[src/rtl/sha2_pad_blkr.sv]
// SHA-2 message padder / block assembler: packets in, padded big-endian blocks out.
// Optional per-message block counter output blk_idx is enabled by SHA2_BLKR_BLKCNT_EN.
module sha2_pad_blkr #(
    parameter int PKT_W    = 64,
    parameter int BLK_PKTS = 8,
    parameter int LEN_W    = 64
) (
    input  logic                      clk,
    input  logic                      rst,
    input  logic                      clr,
    input  logic                      pkt_valid,
    input  logic                      pkt_last,
    input  logic [PKT_W-1:0]          pkt,
    output logic                      pkt_ready,
    output logic                      blk_valid,
    output logic                      blk_last,
    output logic [PKT_W*BLK_PKTS-1:0] blk,
    input  logic                      blk_ready
`ifdef SHA2_BLKR_BLKCNT_EN
    ,
    output logic [15:0]               blk_idx
`endif
);

    // state | meaning
    // MSG   | accepting message packets into the block
    // PAD   | writing the single 1-bit pad packet
    // ZERO  | zero fill, up to the length slots or to the end of an overflow block
    // LEN   | writing the bit count, MSB packet first, into the final slots
    // OUT   | holding a full block until the consumer takes it; 'after' says where to resume

    localparam int BLK_W    = PKT_W * BLK_PKTS;
    localparam int LEN_PKTS = LEN_W / PKT_W;
    localparam int LEN_BASE = BLK_PKTS - LEN_PKTS;
    localparam int IDX_W    = $clog2(BLK_PKTS);
    localparam logic [PKT_W-1:0] PAD_PKT = {1'b1, {(PKT_W-1){1'b0}}};

    if ((PKT_W != 32 && PKT_W != 64) || (LEN_W % PKT_W != 0) || (BLK_PKTS < LEN_PKTS + 2)) begin : g_bad_cfg
        $error("sha2_pad_blkr: unsupported PKT_W/BLK_PKTS/LEN_W combination");
    end

    typedef enum logic [2:0] {S_MSG, S_PAD, S_ZERO, S_LEN, S_OUT} state_t;
    typedef enum logic [1:0] {A_MSG, A_PAD, A_ZERO, A_DONE} after_t;

    state_t            state;
    after_t            after;
    logic [IDX_W-1:0]  idx;
    logic [LEN_W-1:0]  len;
    logic              slot_we;
    logic [PKT_W-1:0]  slot_d;
    logic              last_slot;

    assign last_slot = (idx == IDX_W'(BLK_PKTS - 1));

    always_comb begin
        slot_we = 1'b0;
        slot_d  = '0;
        case (state)
            S_MSG: begin
                slot_we = pkt_valid;
                slot_d  = pkt;
            end
            S_PAD: begin
                slot_we = 1'b1;
                slot_d  = PAD_PKT;
            end
            S_ZERO: slot_we = 1'b1;
            S_LEN: begin
                slot_we = 1'b1;
                for (int k = 0; k < LEN_PKTS; k++) begin
                    if (idx == IDX_W'(LEN_BASE + k)) slot_d = len[LEN_W-1-k*PKT_W -: PKT_W];
                end
            end
            default: ;
        endcase
    end

    always_ff @(posedge clk) begin
        if (rst || clr) begin
            state     <= S_MSG;
            after     <= A_MSG;
            idx       <= '0;
            len       <= '0;
            blk       <= '0;
            pkt_ready <= 1'b1;
            blk_valid <= 1'b0;
            blk_last  <= 1'b0;
`ifdef SHA2_BLKR_BLKCNT_EN
            blk_idx   <= '0;
`endif
        end else begin
            if (slot_we) begin
                for (int s = 0; s < BLK_PKTS; s++) begin
                    if (idx == IDX_W'(s)) blk[BLK_W-1-s*PKT_W -: PKT_W] <= slot_d;
                end
                idx <= idx + IDX_W'(1);
            end

            case (state)
                S_MSG: begin
                    if (pkt_valid) begin
                        len <= len + LEN_W'(PKT_W);
                        if (last_slot) begin
                            state     <= S_OUT;
                            after     <= pkt_last ? A_PAD : A_MSG;
                            pkt_ready <= 1'b0;
                            blk_valid <= 1'b1;
                        end else if (pkt_last) begin
                            state     <= S_PAD;
                            pkt_ready <= 1'b0;
                        end
                    end
                end
                S_PAD: begin
                    if (idx < IDX_W'(LEN_BASE)) begin
                        state <= (idx == IDX_W'(LEN_BASE - 1)) ? S_LEN : S_ZERO;
                    end else if (last_slot) begin
                        state     <= S_OUT;
                        after     <= A_ZERO;
                        blk_valid <= 1'b1;
                    end else begin
                        state <= S_ZERO;
                    end
                end
                S_ZERO: begin
                    // last_slot can only be hit here when the pad spilled into the length area
                    if (last_slot) begin
                        state     <= S_OUT;
                        after     <= A_ZERO;
                        blk_valid <= 1'b1;
                    end else if (idx == IDX_W'(LEN_BASE - 1)) begin
                        state <= S_LEN;
                    end
                end
                S_LEN: begin
                    if (last_slot) begin
                        state     <= S_OUT;
                        after     <= A_DONE;
                        blk_valid <= 1'b1;
                        blk_last  <= 1'b1;
                    end
                end
                S_OUT: begin
                    if (blk_ready) begin
                        idx       <= '0;
                        blk_valid <= 1'b0;
                        blk_last  <= 1'b0;
                        case (after)
                            A_MSG: begin
                                state     <= S_MSG;
                                pkt_ready <= 1'b1;
                            end
                            A_PAD:  state <= S_PAD;
                            A_ZERO: state <= S_ZERO;
                            default: begin
                                state     <= S_MSG;
                                len       <= '0;
                                pkt_ready <= 1'b1;
                            end
                        endcase
`ifdef SHA2_BLKR_BLKCNT_EN
                        if (after == A_DONE) blk_idx <= '0;
                        else if (blk_idx != 16'hFFFF) blk_idx <= blk_idx + 16'd1;
`endif
                    end
                end
                default: state <= S_MSG;
            endcase
        end
    end

endmodule

[config.mk]
export PLATFORM = sky130hd
export DESIGN_NAME = sha2_pad_blkr
export DESIGN_NICKNAME = d
export VERILOG_FILES = /design/src/rtl/sha2_pad_blkr.sv
export SDC_FILE = /design/constraint.sdc
export NUM_CORES = 1
export LEC_CHECK = 0
export ABC_AREA = 1
export CAP_MARGIN = 20
export CORE_MARGIN = 2
export CORE_UTILIZATION = 35
export DETAILED_ROUTE_END_ITERATION = 10
export PLACE_DENSITY = 0.72
export SLEW_MARGIN = 20
export SYNTH_ARGS = -nofsm -noshare
export SYNTH_HDL_FRONTEND = slang
export SYNTH_SLANG_ARGS = --single-unit
export TNS_END_PERCENT = 100
[constraint.sdc]
create_clock -name clk -period 2.2 [get_ports clk]
set_input_delay 0.22 -clock clk [delete_from_list [all_inputs] [get_ports clk]]
set_output_delay 0.22 -clock clk [all_outputs]
set_load 0.05 [all_outputs]
==> impl_metrics.json, run 1 <==
{
  "drtPass1Iterations": 8,
  "netlist_area_um2": 21400,
  "r2r_end": "blk[231]$_SDFFE_PP0P_",
  "crit_path_end_kind": "flop",
  "vias": 21100,
  "leakagePower_nw": 11.6,
  "hold_depth": 3,
  "maxCapViolCount": 0,
  "path_cells": "ha_1, ha_1, inv_1, buf_12, o31ai_1, buf_4, inv_1, a21oi_1",
  "grt_pass1_vias": 19200,
  "peakVddDrop_mv": 0.574,
  "switchingPower_mw": 6.04,
  "synth_ff_type": "dfxtp_1",
  "worst_pin_slew_ns": 0.642,
  "drive_gt1_frac": 0.0757,
  "stdcell_count": 4032,
  "gr-total-overflow": 0,
  "initial_core_util": 0.354,
  "routed_wl_um": 82600,
  "fmax_mhz": 475,
  "yosysMostFrequentCell": "dfxtp_1",
  "synth_top_family_by_area": "compound AO/OA/AOI/OAI gates",
  "slowest_delay_ns": 0.42,
  "status": "finished, final reports clean",
  "ys_ff_latch": 581,
  "wl_per_cell_um": 20.5,
  "combPwrFrac": 0.089,
  "die_h_um": 251,
  "p_int_mw": 18.3,
  "dieArea_um2": 63100,
  "critical_path_arrival_ns": 2.65,
  "worst-setup-path-type": "flop to flop",
  "numCtsBuffers": 60,
  "htree_levels": 2,
  "yosys.area_share.xor_xnor": 0.000819,
  "synth_compound_area_frac": 0.269,
  "place_hpwl_um": 59900,
  "yosysSeqAreaShare": 0.544,
  "antenna_found_initial": 3,
  "cts.clk_slew.worst_paths_ns": 0.07,
  "cts_setup_buffers": 0,
  "clk_latency_ns": 0.62,
  "skew_ns": 0.0309,
  "grt_max_degree": 81,
  "finalHoldViolCount": 0,
  "synth_top_area_cell": "dfxtp_1",
  "ys_top_cells_by_count": "581 x dfxtp_1, 550 x a21oi_1, 417 x o21ai_0",
  "grt_pass1_wl_um": 122000,
  "yosys-mux-area-fraction": 0,
  "syn_nets": 2720,
  "clock_sinks": 581,
  "cts_buffer_depth": 3,
  "route.detailed.drc": 0,
  "cp_data_required_time_ns": 2.74,
  "core_area_um2": 60400,
  "timing.rr.start": "idx[0]$_SDFF_PP0_",
  "io_buffers": 584,
  "die_w_um": 251,
  "min_from": "pkt[5]",
  "yosysUniqueCellTypes": 35,
  "cts_tree": "built",
  "setup_violations": 0,
  "fin_nets": 3279,
  "design.portCount": 585,
  "viasPerCell": 5.24,
  "min_period_over_period": 0.957,
  "placed_cells": 3919,
  "rows": 90,
  "min_path_type": "input port to flop",
  "synth_edf_count": 0,
  "yosys-top-cells-area": "dfxtp_1 54%, a21oi_1 13%, o21ai_0 9.8%",
  "relSlewSlack": 0.572,
  "gp_congestion": 0.963,
  "syn_inst": 2640,
  "ctsHoldBuffers": 0,
  "synth_fa_ha_area_frac": 0.00585,
  "rsz0062_at_grt": "no",
  "start_kind": "flop",
  "r2r_slack_ns": 0.09,
  "pwr-share-clk": 0.470,
  "yosysWarningCount": 0,
  "crit_slowest_cell": "o31ai_1",
  "first_iter_violations": 2012,
  "yosysTopAreaCellShare": 0.544,
  "ys_async_sr_fraction": 0,
  "hold_path_end": "blk[325]$_SDFFE_PP0P_",
  "fillers": 5562,
  "drtAntennaViolNets": 0,
  "crit_fanout": 25,
  "final-max-slew-violation-count": 0,
  "p_sw_frac": 0.248,
  "post-route-min-period_ns": 2.11,
  "seq_power_share": 0.441,
  "holdWs_ns": 0.267,
  "synthSimpleGateAreaFrac": 0.110,
  "syn2layout_area_growth_pct": 43.9,
  "power_density_nw_per_um2": 790,
  "syn_avg_cell_area_um2": 8.10,
  "reg2reg_depth": 8,
  "finalPower_mw": 24.3,
  "track_usage": 0.251,
  "root_buffer": "clkbuf_16"
}
what timing repair did:
action | 4_1_cts | 5_1_grt
endpoints found under the setup margin | 8 | 18
pin swaps | 0 | 0
gates resized for setup | 1 | 12
power by group through the flow:
stage	registers, mW	clock network, mW	logic (mW)
finish	10.7	11.4	2.17
global route	10.7	12.0	2.29
CTS	10.7	11.6	2.16
detailed placement	11.0	0	2.15
global placement	11.0	0	2.14
floorplan	11.4	0	0.706
flip-flops by register name, summed over array words and instances, names as in the netlist:
register,cells
blk,512
blk_last,1
len,58
after,2
blk_valid,1
pkt_ready,1
state,3
idx,3
worst max path at each step:
stage | start | endpoint | slack [ns]
6_report | idx[0]$_SDFF_PP0_ | blk[231]$_SDFFE_PP0P_ | 0.09
5_1_grt | idx[0]$_SDFF_PP0_ | blk[339]$_SDFFE_PP0P_ | 0.01
4_1_cts | blk[127]$_SDFFE_PP0P_ | blk[127] | 0.02
3_5_place_dp | state[1]$_SDFFE_PP0P_ | blk[341]$_SDFFE_PP0P_ | -0.02
3_3_place_gp | state[0]$_SDFFE_PP0P_ | blk[277]$_SDFFE_PP0P_ | 0.05
2_1_floorplan | idx[0]$_SDFF_PP0_ | blk[298]$_SDFFE_PP0P_ | 0.20
area by class of cell:
type	instances	area, um2	share of cell area
Multi-Input combinational cell	1694	8290	0.269
Inverter	174	663	0.0215
Clock inverter	35	547	0.0178
Antenna cell	1	2.50	0.0000813
Timing Repair Buffer	688	6980	0.227
Clock buffer	77	1700	0.0551
Tap cell	782	978	0.0318
Sequential cell	581	11600	0.378
worst max-delay path, delay by kind of cell (launching register included):
kind,cells,cell delay [ns]
fa+ha+maj,2,0.41
buf+inv,4,0.64
flops,1,0.34
compound gates,2,0.62
layer usage:
| layer | track usage | wire length, um |
|---|---|---|
| met3 | 0.0543 | 6880 |
| met1 | 0.337 | 35400 |
| met4 | 0.0772 | 2620 |
| met5 | 0 | 0 |
| met2 | 0.402 | 37600 |
kinds of logic after synthesis:
| family | count (synthesis) |
|---|---|
| AND/OR/NAND/NOR | 557 |
| flip-flops | 581 |
| XOR/XNOR | 2 |
| adder cells (fa/ha/maj) | 10 |
| AO/OA/AOI/OAI | 1125 |
| buffers and inverters | 365 |
metrics by stage:
step,util,area [um2],TNS (ns),setup slack [ns]
floorplan,-,21400,0,0.198
global route,0.510,30800,0,0.0102
CTS,0.510,30800,0,0.0217
global placement,0.472,28500,0,0.0505
detailed placement,0.472,28500,-0.0713,-0.0210
finish,0.510,30800,0,0.0939
cell usage in the layout, fill, tap and decap left out, drive strengths merged, types with 2 or more instances in the layout:
cell type      synthesis  routed
clkinv                 0      10
ha                    10      10
nand2                269     269
buf                  100     105
nor2                 162     162
a211oi                 2       2
nor3                  21      21
inv                  174     178
xor2                   2       2
clkinvlp               0       8
bufinv                 0      13
o31ai                 34      34
and2                   2       2
nand3                 75      75
or2                    2       2
o21ai                533     533
a31oi                  2       2
dfxtp                581     581
clkbuf                91      77
nand3b                 2       2
nand4                 22      22
clkdlybuf4s50          0     582
a21oi                551     551
(Power assumes the default switching activity.)
==> inputs of run 2 (changes only) <==
==> constraint.sdc (replaced) <==
create_clock -name clk -period 2.3 [get_ports clk]
set_input_delay 0.23 -clock clk [delete_from_list [all_inputs] [get_ports clk]]
set_output_delay 0.23 -clock clk [all_outputs]
set_load 0.05 [all_outputs]
==> run 2 against run 1 <==
Compared with the run above:
- clock power shrank 13%
- critical path depth increased by 1
- clock skew fell by 0.017 ns
- global-route usage is 0.32 points lower
- cell count is 0.62% lower
- sequential share of layout area is 0.52 points higher
- largest cell class unchanged
==> impl_metrics.json, run 2 (synthesis gave the netlist of run 1 again) <==
{
  "cts_tree": "built",
  "rows": 90,
  "drtPass1Iterations": 5,
  "switchingPower_mw": 5.59,
  "reg2reg_depth": 9,
  "cp_num_buf_inv": 5,
  "r2r_slack_ns": 0.08,
  "p_int_mw": 16.6,
  "ctsHoldBuffers": 0,
  "drive_gt1_frac": 0.0661,
  "cts.clk_slew.worst_paths_ns": 0.06,
  "drtAntennaViolNets": 0,
  "finalHoldViolCount": 0,
  "cts_buffer_depth": 3,
  "worst_pin_slew_ns": 0.757,
  "post-route-min-period_ns": 2.22,
  "post_dp_cell_area_um2": 28300,
  "path_cells": "ha_1, ha_2, clkinvlp_4, buf_12, buf_4, o31ai_2, buf_4, clkinvlp_4, a21oi_1",
  "critical_path_arrival_ns": 2.75,
  "route.detailed.drc": 0,
  "peakVddDrop_mv": 0.559,
  "clock_sinks": 581,
  "crit_end": "blk[162]$_SDFFE_PP0P_",
  "min_from": "pkt_valid",
  "leakagePower_nw": 11.4,
  "cp.depth": 9,
  "power_density_nw_per_um2": 731,
  "seq_power_share": 0.462,
  "final_common_cell": "clkdlybuf4s50_1",
  "first_iter_violations": 1850,
  "clk_latency_ns": 0.60,
  "timing.rr.start": "idx[0]$_SDFF_PP0_",
  "syn2layout_area_growth_pct": 41.9,
  "maxCapViolCount": 0,
  "grt_max_degree": 105,
  "combPwrFrac": 0.093,
  "dieArea_um2": 63100,
  "fin_nets": 3257,
  "start_kind": "flop",
  "p_sw_frac": 0.252,
  "stdcell_count": 4007,
  "crit_slowest_cell": "dfxtp_1",
  "wl_per_cell_um": 20.5,
  "vias": 21000,
  "relSlewSlack": 0.494,
  "fmax_mhz": 451,
  "critPathLaunch": "idx[0]$_SDFF_PP0_",
  "status": "finished, final reports clean",
  "crit_fanout": 8,
  "grt_pass1_wl_um": 120000,
  "crit_path_end_kind": "flop",
  "root_buffer": "clkbuf_16",
  "placed_cells": 3891,
  "reg_top3": "blk x512, len x58",
  "numCtsBuffers": 61,
  "gp_congestion": 0.974,
  "cp_data_required_time_ns": 2.83,
  "r2r_end": "blk[162]$_SDFFE_PP0P_",
  "min_path_type": "input port to flop",
  "skew_ns": 0.0138,
  "cp_top_family": "buffers and inverters",
  "gr-total-overflow": 0,
  "fillers": 5696,
  "worst-setup-path-type": "flop to flop",
  "track_usage": 0.248,
  "core_area_um2": 60400,
  "antenna_found_initial": 2,
  "regMostFlops": "blk",
  "largest_reg_flops": 512,
  "routed_wl_um": 82100,
  "die_w_um": 251,
  "stdcell_area_um2": 30400,
  "viasPerCell": 5.25,
  "design.portCount": 585,
  "min_period_over_period": 0.964,
  "die_h_um": 251,
  "initial_core_util": 0.354,
  "pwr-share-clk": 0.445,
  "mostFrequentLayoutCells": "584 x clkdlybuf4s50_1, 581 x dfxtp_1, 550 x a21oi_1, 417 x o21ai_0, 269 x nand2_1",
  "slowest_delay_ns": 0.38,
  "final-max-slew-violation-count": 0,
  "io_buffers": 584,
  "rsz0062_at_grt": "yes",
  "setup_violations": 0,
  "tns_ns": 0,
  "place_hpwl_um": 58700,
  "htree_levels": 2,
  "grt_pass1_vias": 19400
}
[run 2: power by group through the flow]
stage | logic [mW] | clock network, mW | registers [mW]
after CTS | 2.04 | 10.0 | 10.3
after global placement | 2.02 | 0 | 10.5
after floorplan | 0.675 | 0 | 10.9
after global routing | 2.17 | 10.5 | 10.3
after detailed placement | 2.03 | 0 | 10.5
final | 2.06 | 9.88 | 10.3
[run 2: timing repair]
action / 4_1_cts / 5_1_grt
setup buffers: 0 / 5
hold endpoints to repair: 0 / 0
setup endpoints to repair: 8 / 46
resized for setup: 1 / 12
[run 2: stage by stage]
stage	utilization	worst slack (ns)	hold slack, ns	power [mW]
floorplan	-	0.298	0.398	11.6
global placement	0.468	-0.0314	0.440	12.5
detailed placement	0.468	-0.0540	0.443	12.5
CTS	0.501	0.00728	0.341	22.3
global route	0.503	-0.0646	0.386	22.9
finish	0.503	0.0839	0.384	22.2
[run 2: layout make-up]
| cell class | instances | area (um2) | share of cell area |
|---|---|---|---|
| clock inverters | 17 | 203 | 0.00668 |
| well taps | 782 | 978 | 0.0322 |
| flip-flops and latches | 581 | 11600 | 0.383 |
| repair buffers | 665 | 6770 | 0.223 |
| inverters | 174 | 666 | 0.0219 |
| multi-input cells | 1694 | 8310 | 0.274 |
| diodes | 1 | 2.50 | 0.0000824 |
| clock buffers | 93 | 1810 | 0.0595 |
[run 2: worst reg2reg max path, stage by stage (launching register included)]
cell and delay, ns:
dfxtp_1 0.38, ha_1 0.22, ha_2 0.23, clkinvlp_4 0.11, buf_12 0.14, buf_4 0.16
o31ai_2 0.29, buf_4 0.19, clkinvlp_4 0.25, a21oi_1 0.20
[run 2: per-layer routing]
metal / GRT usage / wire length (um) / part of all wire
met1: 0.325 / 34600 / 0.42
met2: 0.395 / 37200 / 0.45
met3: 0.0666 / 7520 / 0.092
met4: 0.0820 / 2740 / 0.033
met5: 0 / 0 / 0
[run 2: worst min-delay path by stage]
stage | to | depth (start not counted)
2_1_floorplan | len[7]$_SDFFE_PP0P_ | 2
3_3_place_gp | blk_valid$_SDFFE_PP0P_ | 2
3_5_place_dp | blk_valid$_SDFFE_PP0P_ | 2
4_1_cts | len[7]$_SDFFE_PP0P_ | 3
5_1_grt | len[7]$_SDFFE_PP0P_ | 3
6_report | len[7]$_SDFFE_PP0P_ | 3
==> inputs of run 3 (changes only) <==
--- a/config.mk
+++ b/config.mk
@@ -8,9 +8,9 @@
 export ABC_AREA = 1
 export CAP_MARGIN = 20
 export CORE_MARGIN = 2
-export CORE_UTILIZATION = 35
+export CORE_UTILIZATION = 40
 export DETAILED_ROUTE_END_ITERATION = 10
-export PLACE_DENSITY = 0.72
+export PLACE_DENSITY = 0.79
 export SLEW_MARGIN = 20
 export SYNTH_ARGS = -nofsm -noshare
 export SYNTH_HDL_FRONTEND = slang
==> run 3 against run 2 <==
Compared with the run above:
- via count is 0.77% higher
- global-route usage is 3.3 points higher
- die area is 12% lower
- setup slack better by 0.057 ns
- sequential cell count stayed put
- cell area is 0.64% lower
- critical path depth is 2 lower
- sequential share of layout area is 0.25 points higher
- power is 0.63% lower
- count of clock-buffer cells in the layout is 11 lower
- non-clock buffer count is 7 lower
- register-to-register slack better by 0.06 ns
- largest power group unchanged
==> impl_metrics.json, run 3 (synthesis gave the netlist of run 1 again) <==
{
  "status": "finished, final reports clean",
  "post-route-min-period_ns": 2.16,
  "stdcell_count": 3898,
  "route.detailed.drc": 0,
  "regArea_um2": 11600,
  "grt_pass1_vias": 19300,
  "crit_fanout": 27,
  "use_met2": 0.448,
  "rsz0062_at_grt": "no",
  "core_area_um2": 52800,
  "grt_max_degree": 90,
  "crit_path_end_kind": "flop",
  "htree_levels": 2,
  "track_usage": 0.281,
  "root_buffer": "clkbuf_16",
  "maxCapViolCount": 0,
  "regMostFlops": "blk",
  "power_density_nw_per_um2": 731,
  "clock_sinks": 581,
  "fin_nets": 3247,
  "grt_pass1_wl_um": 121000,
  "post-route-util": 0.572,
  "final_common_cell": "clkdlybuf4s50_1",
  "cp_data_required_time_ns": 2.82,
  "design.portCount": 585,
  "multiInputGateArea_um2": 8280,
  "setup_violations": 0,
  "relSlewSlack": 0.533,
  "diodes": 0,
  "min_period_over_period": 0.939,
  "final-max-slew-violation-count": 0,
  "drive_gt1_frac": 0.0604,
  "worst-setup-path-type": "flop to flop",
  "finalPower_mw": 22.1,
  "start_kind": "flop",
  "worst_pin_slew_ns": 0.698,
  "worst_slack_ns": 0.141,
  "antenna_found_initial": 0,
  "fillers": 4685,
  "routed_wl_um": 81200,
  "finalHoldViolCount": 0,
  "reg_top3": "blk x512, len x58",
  "peakVddDrop_mv": 0.544,
  "drtPass1Iterations": 6,
  "leakagePower_nw": 11.4,
  "largest_reg_flops": 512,
  "critical_path_arrival_ns": 2.68,
  "ctsHoldBuffers": 0,
  "tns_ns": 0,
  "busiest_layer": "met2",
  "dieArea_um2": 55400,
  "gr-total-overflow": 0,
  "fmax_mhz": 463,
  "io_buffers": 584,
  "cts_tree": "built",
  "rows": 84,
  "cts_buffer_depth": 3,
  "wl_per_cell_um": 20.8,
  "viasPerCell": 5.44,
  "cts.clk_slew.worst_paths_ns": 0.07,
  "first_iter_violations": 2092,
  "use_met3": 0.0708,
  "drtAntennaViolNets": 0,
  "place_hpwl_um": 57600,
  "placed_cells": 3795,
  "cts_setup_buffers": 0,
  "gp_congestion": 0.986,
  "use_met1": 0.368,
  "die_h_um": 235,
  "mostFrequentLayoutCells": "584 x clkdlybuf4s50_1, 581 x dfxtp_1, 550 x a21oi_1, 417 x o21ai_0, 269 x nand2_1",
  "skew_ns": 0.0172,
  "vias": 21200,
  "clk_latency_ns": 0.61,
  "post-place-ws_ns": 0.0160,
  "die_w_um": 235,
  "numCtsBuffers": 58,
  "min_path_type": "input port to flop",
  "initial_core_util": 0.405,
  "syn2layout_area_growth_pct": 41.0
}
-- run 3: cell types whose count changed in the layout (fill, tap and decap cells not counted), sizes merged --
cell | before | now
buf | 80 | 74
bufinv | 4 | 6
clkbuf | 94 | 82
clkinv | 9 | 11
clkinvlp | 3 | 2
diode | 1 | 0
inv | 175 | 176
-- run 3: power by group --
group / switching (mW) / total [mW] / internal (mW)
combinational: 1.46 / 2.06 / 0.593
sequential: 0.0677 / 10.3 / 10.2
clock: 4.00 / 9.74 / 5.74
-- run 3: per-layer routing --
layer,part of all wire,wire (um),vias up
li1,-,-,10100
met5,0,0,-
met4,0.040,3260,0
met1,0.42,34000,9907
met3,0.094,7650,193
met2,0.45,36200,1023
-- run 3: critical path: stages, from the launching register on --
cell	delay (ns)
dfxtp_1	0.39
ha_1	0.23
ha_1	0.19
inv_1	0.10
buf_12	0.18
o31ai_1	0.47
inv_1	0.31
a21oi_1	0.21
-- run 3: worst paths after layout --
check,startpoint,depth (start not counted),to,slack (ns)
max,idx[0]$_SDFF_PP0_,7,blk[343]$_SDFFE_PP0P_,0.14
min,blk_ready,3,state[2]$_SDFFE_PP0P_,0.41
max reg2reg,idx[0]$_SDFF_PP0_,7,blk[343]$_SDFFE_PP0P_,0.14
min reg2reg,blk_valid$_SDFFE_PP0P_,2,blk_valid$_SDFFE_PP0P_,0.46
-- run 3: cell type report --
| type | instances | area share |
|---|---|---|
| Inverter | 174 | 0.0218 |
| Timing Repair Buffer | 658 | 0.225 |
| Clock inverter | 21 | 0.00888 |
| Clock buffer | 82 | 0.0558 |
| Sequential cell | 581 | 0.386 |
| Tap cell | 688 | 0.0285 |
| Multi-Input combinational cell | 1694 | 0.274 |
-- run 3: timing repair --
item                                    4_1_cts  5_1_grt
hold endpoints to repair                      0        0
endpoints found under the setup margin        0       15
resized for setup                             0        2
-- run 3: per-stage QoR --
stage               cell area, um2  hold slack (ns)
floorplan                    21400            0.398
global placement             28200            0.449
detailed placement           28200            0.454
CTS                          30200            0.374
global route                 30200            0.431
finish                       30200            0.412
